## src/rtl/core_pipe_fetch_pf_if.sv

```systemverilog
// Instruction-memory port of the fetch stage: request/grant address phase
// plus an in-order response phase.
interface core_pipe_fetch_pf_if #(
    parameter int XLEN        = 64,
    parameter int FETCH_BYTES = 8
);
    logic                     imem_req;
    logic [XLEN-1:0]          imem_addr;
    logic                     imem_gnt;
    logic                     imem_rsp_valid;
    logic                     imem_rsp_err;
    logic [8*FETCH_BYTES-1:0] imem_rsp_rdata;

    modport master (
        output imem_req, imem_addr,
        input  imem_gnt, imem_rsp_valid, imem_rsp_err, imem_rsp_rdata
    );

    modport slave (
        input  imem_req, imem_addr,
        output imem_gnt, imem_rsp_valid, imem_rsp_err, imem_rsp_rdata
    );
endinterface

```

## src/rtl/core_pipe_fetch_pf.sv

```systemverilog
// Fetch stage with a halfword-granular prefetch buffer.
// Optional feature: define CORE_FETCH_ERR_STOP_EN to stop issuing new
// requests after a live error beat, until the next control-flow change.
module core_pipe_fetch_pf #(
    parameter int              XLEN             = 64,
    parameter int              FETCH_BYTES      = 8,
    parameter int              BUF_BYTES        = 16,
    parameter int              MAX_OUTSTANDING  = 2,
    parameter logic [XLEN-1:0] PC_RESET_ADDRESS = XLEN'(64'h8000_0000)
) (
    input  logic                        g_clk,
    input  logic                        g_resetn,
    input  logic                        cf_valid,
    output logic                        cf_ack,
    input  logic [XLEN-1:0]             cf_target,
    core_pipe_fetch_pf_if.master        imem,
    output logic                        s1_valid,
    output logic [31:0]                 s1_instr,
    output logic [XLEN-1:0]             s1_pc,
    output logic [1:0]                  s1_ferr,
    input  logic                        s2_eat_2,
    input  logic                        s2_eat_4
);
    localparam int NH  = BUF_BYTES / 2;
    localparam int FH  = FETCH_BYTES / 2;
    localparam int DW  = $clog2(BUF_BYTES + 1);
    localparam int OW  = $clog2(MAX_OUTSTANDING + 1);
    localparam int SW  = $clog2(FETCH_BYTES);
    localparam int HIW = $clog2(NH);
    localparam logic [XLEN-1:0] ADDR_MASK  = ~XLEN'(FETCH_BYTES - 1);
    localparam logic [SW-1:0]   RESET_SKIP = PC_RESET_ADDRESS[SW-1:0] & ~SW'(1);

    logic [15:0]     buf_hw  [NH];
    logic [15:0]     buf_nxt [NH];
    logic [NH-1:0]   buf_tag, tag_nxt;
    logic [DW-1:0]   depth, depth_nxt, base_b, free_b, eat_bytes;
    logic [OW-1:0]   outstanding, drop_cnt, os_nxt, live;
    logic [SW-1:0]   skip;
    logic            cf_evt, granted, append, issue_ok, is32, stop_now;

    assign is32     = (buf_hw[0][1:0] == 2'b11);
    // An error-tagged head is presented as soon as its own halfword exists,
    // so decode can trap even if the rest of the instruction never arrives.
    assign s1_valid = ((depth >= DW'(2)) && (!is32 || buf_tag[0])) ||
                      ((depth >= DW'(4)) && is32);
    assign s1_instr = {buf_hw[1], buf_hw[0]};
    assign s1_ferr  = {buf_tag[1], buf_tag[0]};

    assign cf_ack    = !imem.imem_req || imem.imem_gnt;
    assign cf_evt    = cf_valid && cf_ack;
    assign granted   = imem.imem_req && imem.imem_gnt;
    assign append    = imem.imem_rsp_valid && (drop_cnt == '0) && !cf_evt;
    assign eat_bytes = !s1_valid ? DW'(0) : s2_eat_4 ? DW'(4) : s2_eat_2 ? DW'(2) : DW'(0);
    assign os_nxt    = outstanding + OW'(granted) - OW'(imem.imem_rsp_valid);
    assign live      = outstanding - drop_cnt;
    assign free_b    = DW'(BUF_BYTES) - depth;
    assign base_b    = depth - eat_bytes;

`ifdef CORE_FETCH_ERR_STOP_EN
    logic err_stop;
    assign stop_now = err_stop || (append && imem.imem_rsp_err);

    // Latch the error stop on a live error beat; a redirect clears it.
    always_ff @(posedge g_clk or negedge g_resetn) begin
        if (!g_resetn)                      err_stop <= 1'b0;
        else if (cf_evt)                    err_stop <= 1'b0;
        else if (append && imem.imem_rsp_err) err_stop <= 1'b1;
    end
`else
    assign stop_now = 1'b0;
`endif

    // Space is reserved for every live request plus the one about to issue,
    // so a granted beat always fits when it returns.
    assign issue_ok = (int'(os_nxt) < MAX_OUTSTANDING) &&
                      (int'(free_b) >= FETCH_BYTES * (int'(live) + 1 + int'(granted))) &&
                      !stop_now;

    // Next buffer contents: shift out eaten halfwords, then append the beat.
    always_comb begin
        buf_nxt   = buf_hw;
        tag_nxt   = buf_tag;
        depth_nxt = depth;
        if (cf_evt) begin
            depth_nxt = '0;
        end else begin
            for (int i = 0; i < NH; i++) begin
                if (i + int'(eat_bytes >> 1) < NH) begin
                    buf_nxt[i] = buf_hw[HIW'(i + int'(eat_bytes >> 1))];
                    tag_nxt[i] = buf_tag[HIW'(i + int'(eat_bytes >> 1))];
                end
            end
            if (append) begin
                for (int k = 0; k < FH; k++) begin
                    if ((k >= int'(skip >> 1)) &&
                        (int'(base_b >> 1) + k - int'(skip >> 1) < NH)) begin
                        buf_nxt[HIW'(int'(base_b >> 1) + k - int'(skip >> 1))] =
                            imem.imem_rsp_rdata[16*k +: 16];
                        tag_nxt[HIW'(int'(base_b >> 1) + k - int'(skip >> 1))] =
                            imem.imem_rsp_err;
                    end
                end
            end
            depth_nxt = base_b + (append ? (DW'(FETCH_BYTES) - DW'(skip)) : DW'(0));
        end
    end

    // Register buffer, PC, address phase and in-flight accounting.
    always_ff @(posedge g_clk or negedge g_resetn) begin
        if (!g_resetn) begin
            buf_hw         <= '{default: '0};
            buf_tag        <= '0;
            depth          <= '0;
            outstanding    <= '0;
            drop_cnt       <= '0;
            skip           <= RESET_SKIP;
            s1_pc          <= PC_RESET_ADDRESS;
            imem.imem_req  <= 1'b0;
            imem.imem_addr <= PC_RESET_ADDRESS & ADDR_MASK;
        end else begin
            buf_hw      <= buf_nxt;
            buf_tag     <= tag_nxt;
            depth       <= depth_nxt;
            outstanding <= os_nxt;
            if (cf_evt) begin
                // Everything still in flight after this edge is stale.
                drop_cnt       <= os_nxt;
                skip           <= cf_target[SW-1:0] & ~SW'(1);
                s1_pc          <= cf_target & ~XLEN'(1);
                imem.imem_addr <= cf_target & ADDR_MASK;
                imem.imem_req  <= (int'(os_nxt) < MAX_OUTSTANDING);
            end else begin
                if (imem.imem_rsp_valid && (drop_cnt != '0)) drop_cnt <= drop_cnt - OW'(1);
                if (append) skip <= '0;
                s1_pc <= s1_pc + XLEN'(eat_bytes);
                if (granted) imem.imem_addr <= imem.imem_addr + XLEN'(FETCH_BYTES);
                if (!(imem.imem_req && !imem.imem_gnt)) imem.imem_req <= issue_ok;
            end
        end
    end

    a_eat_both: assert property (@(posedge g_clk) disable iff (!g_resetn)
        !(s2_eat_2 && s2_eat_4));
    a_eat4_depth: assert property (@(posedge g_clk) disable iff (!g_resetn)
        s2_eat_4 |-> (depth >= DW'(4)));
    a_rsp_no_req: assert property (@(posedge g_clk) disable iff (!g_resetn)
        imem.imem_rsp_valid |-> (outstanding != '0));
endmodule

```

## src/flat_wrapper.sv

```systemverilog
// flat-port wrapper written by rule: the top's interface ports become plain ports
module core_pipe_fetch_pf_flat 
#(
    parameter int              XLEN             = 64,
    parameter int              FETCH_BYTES      = 8,
    parameter int              BUF_BYTES        = 16,
    parameter int              MAX_OUTSTANDING  = 2,
    parameter logic [XLEN-1:0] PC_RESET_ADDRESS = XLEN'(64'h8000_0000)
)
  (g_clk, g_resetn, cf_valid, cf_ack, cf_target, s1_valid, s1_instr, s1_pc, s1_ferr, s2_eat_2, s2_eat_4, imem_imem_req, imem_imem_addr, imem_imem_gnt, imem_imem_rsp_valid, imem_imem_rsp_err, imem_imem_rsp_rdata);
  core_pipe_fetch_pf_if #(.XLEN(XLEN), .FETCH_BYTES(FETCH_BYTES)) imem_i ();
  input  logic g_clk;
  input  logic g_resetn;
  input  logic cf_valid;
  output logic cf_ack;
  input  logic [XLEN-1:0] cf_target;
  output logic s1_valid;
  output logic [31:0] s1_instr;
  output logic [XLEN-1:0] s1_pc;
  output logic [1:0] s1_ferr;
  input  logic s2_eat_2;
  input  logic s2_eat_4;
  output wire logic [$bits(imem_i.imem_req)-1:0] imem_imem_req;
  output wire logic [$bits(imem_i.imem_addr)-1:0] imem_imem_addr;
  input wire logic [$bits(imem_i.imem_gnt)-1:0] imem_imem_gnt;
  input wire logic [$bits(imem_i.imem_rsp_valid)-1:0] imem_imem_rsp_valid;
  input wire logic [$bits(imem_i.imem_rsp_err)-1:0] imem_imem_rsp_err;
  input wire logic [$bits(imem_i.imem_rsp_rdata)-1:0] imem_imem_rsp_rdata;
  assign imem_imem_req = imem_i.imem_req;
  assign imem_imem_addr = imem_i.imem_addr;
  assign imem_i.imem_gnt = imem_imem_gnt;
  assign imem_i.imem_rsp_valid = imem_imem_rsp_valid;
  assign imem_i.imem_rsp_err = imem_imem_rsp_err;
  assign imem_i.imem_rsp_rdata = imem_imem_rsp_rdata;
  core_pipe_fetch_pf #(.XLEN(XLEN), .FETCH_BYTES(FETCH_BYTES), .BUF_BYTES(BUF_BYTES), .MAX_OUTSTANDING(MAX_OUTSTANDING), .PC_RESET_ADDRESS(PC_RESET_ADDRESS)) u_core (.g_clk(g_clk), .g_resetn(g_resetn), .cf_valid(cf_valid), .cf_ack(cf_ack), .cf_target(cf_target), .imem(imem_i), .s1_valid(s1_valid), .s1_instr(s1_instr), .s1_pc(s1_pc), .s1_ferr(s1_ferr), .s2_eat_2(s2_eat_2), .s2_eat_4(s2_eat_4));
endmodule
```

## config.mk

```make
export PLATFORM = sky130hd
export DESIGN_NAME = core_pipe_fetch_pf_flat
export DESIGN_NICKNAME = d
export VERILOG_FILES = /design/src/rtl/core_pipe_fetch_pf_if.sv /design/src/rtl/core_pipe_fetch_pf.sv /design/src/flat_wrapper.sv
export SDC_FILE = /design/constraint.sdc
export NUM_CORES = 1
export LEC_CHECK = 0
export CELL_PAD_IN_SITES_DETAIL_PLACEMENT = 1
export CELL_PAD_IN_SITES_GLOBAL_PLACEMENT = 2
export CORE_MARGIN = 2
export CORE_UTILIZATION = 30
export CTS_CLUSTER_DIAMETER = 80
export DETAILED_ROUTE_END_ITERATION = 16
export MAX_ROUTING_LAYER = met4
export PLACE_DENSITY_LB_ADDON = 0.1
export SLEW_MARGIN = 15
export SYNTH_ARGS = -nofsm -noshare
export SYNTH_HDL_FRONTEND = slang
export SYNTH_SLANG_ARGS = --single-unit
```

## constraint.sdc

```tcl
create_clock -name g_clk -period 5.73 [get_ports g_clk]
set_input_delay 0.8595 -clock g_clk [delete_from_list [all_inputs] [get_ports g_clk]]
set_output_delay 0.8595 -clock g_clk [all_outputs]
set_load 0.01 [all_outputs]
```

==> impl_results.md <==
- Final setup fails: 0
- Clock transition at path regs: ~0.06 ns
- CTS sink cnt: about 270
- Average size of a mapped cell: 9.22 um2
- R2R depth: 25
- Die span in x: between 200 and 300 um
- Clock Skew: about 0.020 ns
- WP data required: around 6.2 ns
- Design area: around 0.025 mm2
- Routed WL: 81000 um
- RePlAce Congestion: about 0.83
- Total grt overflow: 0
- Register bit total from synthesis: about 270
- Cells after synthesis: around 2100
- Die H: around 260 um
- Bufs on Longest Clock Path: 3
- Setup slack, reg-to-reg: 0.26 ns
- Worst-Margin Slew: 0.949 ns
- Rel. slew slack: 0.365
- Static leakage: between 10 and 15 nW
- PnR Total Power: between 15 and 20 mW
- Setup CP Type: flip-flop to flip-flop
- Initial DRC Count: ~1300
- Largest net degree at the start of global routing: 160
- Total core area: approximately 0.064 mm2
- H-tree levels: 2
- Fmax: roughly 180 MHz
- WHS: roughly 0.25 ns
- Outcome: finished, final reports clean
- Layout cells sized above 1: 0.137
- Synth Area in Simple Gates: 0.161
- Post-synthesis mux area share: 0.152
- Worst Setup End Kind: flip-flop
- Critical-path maximum fanout: 9
- First-pass DRT Iterations: 8
- Max rail drop VDD: between 400 and 500 uV
- EDFF count, synth: 0
- Tmin final: 5.47 ns
- Clk_lat worst skew: between 0.5 and 0.6 ns
- TritonCTS clock tree: yes
- Initial Util: 0.303
- CTS Hold Buffers Added: 0
- Final period utilization: 0.954
- Total CTS buffers: 39
- Site Rows: between 90 and 100
- Final Hold Fails: 0
- Ys async rst share: 1.00
- Global-route wire length before repair: about 120000 um
- Compound-Gate Fraction of Synth Area: 0.209
- Vias in the first global route: between 15000 and 20000
- CTS root buf: clkbuf_16
- Largest family of logic cells by synthesized area: compound AO/OA/AOI/OAI gates
- Crit path arrival time: roughly 5.9 ns
- Yosys warning total: 0
- Detailed Place HPWL: around 55000 um
- Post-synth top flop: dfrtp_1
- Max-cap violations: 0
- Area post-placement: around 0.023 mm2
- R2R Path Start: u_core.depth[1]
- WL per Instance: between 20 and 30 um
- Post-Syn Area: 0.0195 mm2
- Vias: 18500
- I/O Buffers: roughly 300
- Worst min path class: primary input to asynchronous set/reset pin
- Pwr Density: between 600 and 700 mW/mm2
- Area share of xor/xnor cells in the synthesized design: 0.0389
- DRC violations left: 0
- Nets: around 2500
- Distinct cells, synth: 92
- Sequential-to-total area share from yosys stat: 0.348
- IO Count: about 300
- Die area: 0.0670 mm2
- Initial antenna violation count: 3
- DR vias/cell: 5.73
- Pins over their slew limit: 0
- Post-route antenna net violation count: 0
- Post-Synth Adder-Cell Area: 0.0318
- GR Util All Layers: 0.244
- R2r endpoint: u_core.buf_hw[68]
- Nature of the critical path startpoint: flip-flop
- Layout area overhead: 26.6%
-- report_power, final --
group | leakage, nW | total (mW) | internal [mW] | switching, mW
registers | 3.24 | 3.76 | 2.74 | 1.02
clock network | 0.602 | 2.38 | 1.41 | 0.969
logic | 6.20 | 10.8 | 4.90 | 5.91
-- worst max-delay path by stage --
stage,startpoint,end,slack (ns)
2_1_floorplan,u_core.depth[3],u_core.buf_hw[70],0.03
3_3_place_gp,s2_eat_2,u_core.buf_hw[73],0.20
3_5_place_dp,s2_eat_2,u_core.buf_hw[76],0.09
4_1_cts,u_core.depth[1],u_core.buf_hw[76],0.10
5_1_grt,u_core.depth[1],u_core.buf_hw[73],-0.005
6_report,u_core.depth[1],u_core.buf_hw[68],0.26
-- through the flow --
| step | util | setup TNS, ns | cells | setup slack [ns] |
|---|---|---|---|---|
| finish | 0.383 | 0 | 3224 | 0.264 |
| global route | 0.383 | -0.00716 | 3224 | -0.00507 |
| CTS | 0.381 | 0 | 3214 | 0.101 |
| detailed placement | 0.362 | 0 | 3148 | 0.0901 |
| global placement | 0.362 | 0 | 3148 | 0.198 |
| floorplan | - | 0 | 2117 | 0.0260 |
-- timing repair --
item,CTS,global route
endpoints found under the setup margin,0,63
gates resized for setup,0,15
buffers inserted,0,4
-- state kept, by name, summed over array words and instances, names as in the netlist --
| name | count |
|---|---|
| u_core.imem.imem_addr | 61 |
| u_core.skip | 2 |
| u_core.depth | 4 |
| u_core.buf_tag | 8 |
| u_core.s1_pc | 63 |
| u_core.outstanding | 2 |
| u_core.s1_instr | 32 |
| u_core.buf_hw | 96 |
| u_core.imem.imem_req | 1 |
| u_core.drop_cnt | 2 |
-- cell usage in the layout (no fill, tap or decap), types with 37 or more instances in the layout --
| cell | instances |
|---|---|
| a211o_1 | 48 |
| a21oi_1 | 173 |
| a22oi_1 | 49 |
| a31oi_1 | 51 |
| and3_1 | 43 |
| buf_4 | 64 |
| clkbuf_16 | 41 |
| clkdlybuf4s50_1 | 294 |
| dfrtp_1 | 269 |
| inv_1 | 37 |
| mux2_2 | 67 |
| mux2i_1 | 72 |
| mux4_2 | 66 |
| nand2_1 | 163 |
| nand3_1 | 62 |
| nor2_1 | 278 |
| o21ai_0 | 90 |
| xnor2_1 | 41 |
-- worst max-delay path, cell delays in order, from the launching register on --
cell and delay [ns]:
dfrtp_1 0.40, inv_1 0.13, ha_1 0.22, o211ai_1 0.17, nand2_1 0.15, nor2_2 0.15
inv_2 0.08, nand3_1 0.15, inv_4 0.06, ha_1 0.22, fa_2 0.58, inv_4 0.09
ha_1 0.35, inv_1 0.09, fa_2 0.39, nor3_2 0.19, ha_1 0.14, inv_1 0.06
o41ai_4 0.50, buf_4 0.22, nand4_1 0.13, buf_4 0.23, buf_6 0.15, nor2_1 0.09
a31oi_1 0.05, a221o_1 0.35
-- cells in the mapped netlist (20+ instances only) --
cell	n	area share
dfrtp_1	269	0.35
nand4_1	20	0.0064
inv_1	38	0.0073
nand2_1	165	0.032
a22oi_1	50	0.019
a21oi_1	174	0.045
mux2i_1	72	0.037
xor2_1	36	0.016
xnor2_1	41	0.018
mux2_2	67	0.039
o21ai_0	90	0.023
a221oi_1	33	0.015
buf_4	43	0.017
nand3_1	62	0.016
and3_1	43	0.014
nor2_1	281	0.054
o22ai_1	36	0.012
ha_1	36	0.023
a211o_1	48	0.022
a31oi_1	52	0.017
clkbuf_1	112	0.022
mux4_2	66	0.076
-- area by class of cell --
| class | instances | area (um2) |
|---|---|---|
| fillers | 7231 | 39700 |
| multi-input cells | 1611 | 11700 |
| flip-flops and latches | 271 | 6780 |
| repair buffers | 377 | 3780 |
| clock buffers | 56 | 1130 |
| well taps | 855 | 1070 |
| inverters | 41 | 159 |
| clock inverters | 10 | 85.1 |
| diodes | 3 | 7.51 |
-- cell families after synthesis --
group	count (synthesis)
simple gates	672
compound gates	604
flops	271
buf+inv	235
mux	205
xor+xnor	81
fa+ha+maj	45
other cells	1
-- metal layers --
| layer | vias to the layer above | global-route usage | part of all wire |
|---|---|---|---|
| met5 | - | - | 0 |
| met4 | 0 | 0.0495 | 0.019 |
| met2 | 521 | 0.389 | 0.46 |
| li1 | 8299 | - | - |
| met1 | 9551 | 0.329 | 0.46 |
| met3 | 88 | 0.0392 | 0.053 |
Power figures use the tool's default switching activity.
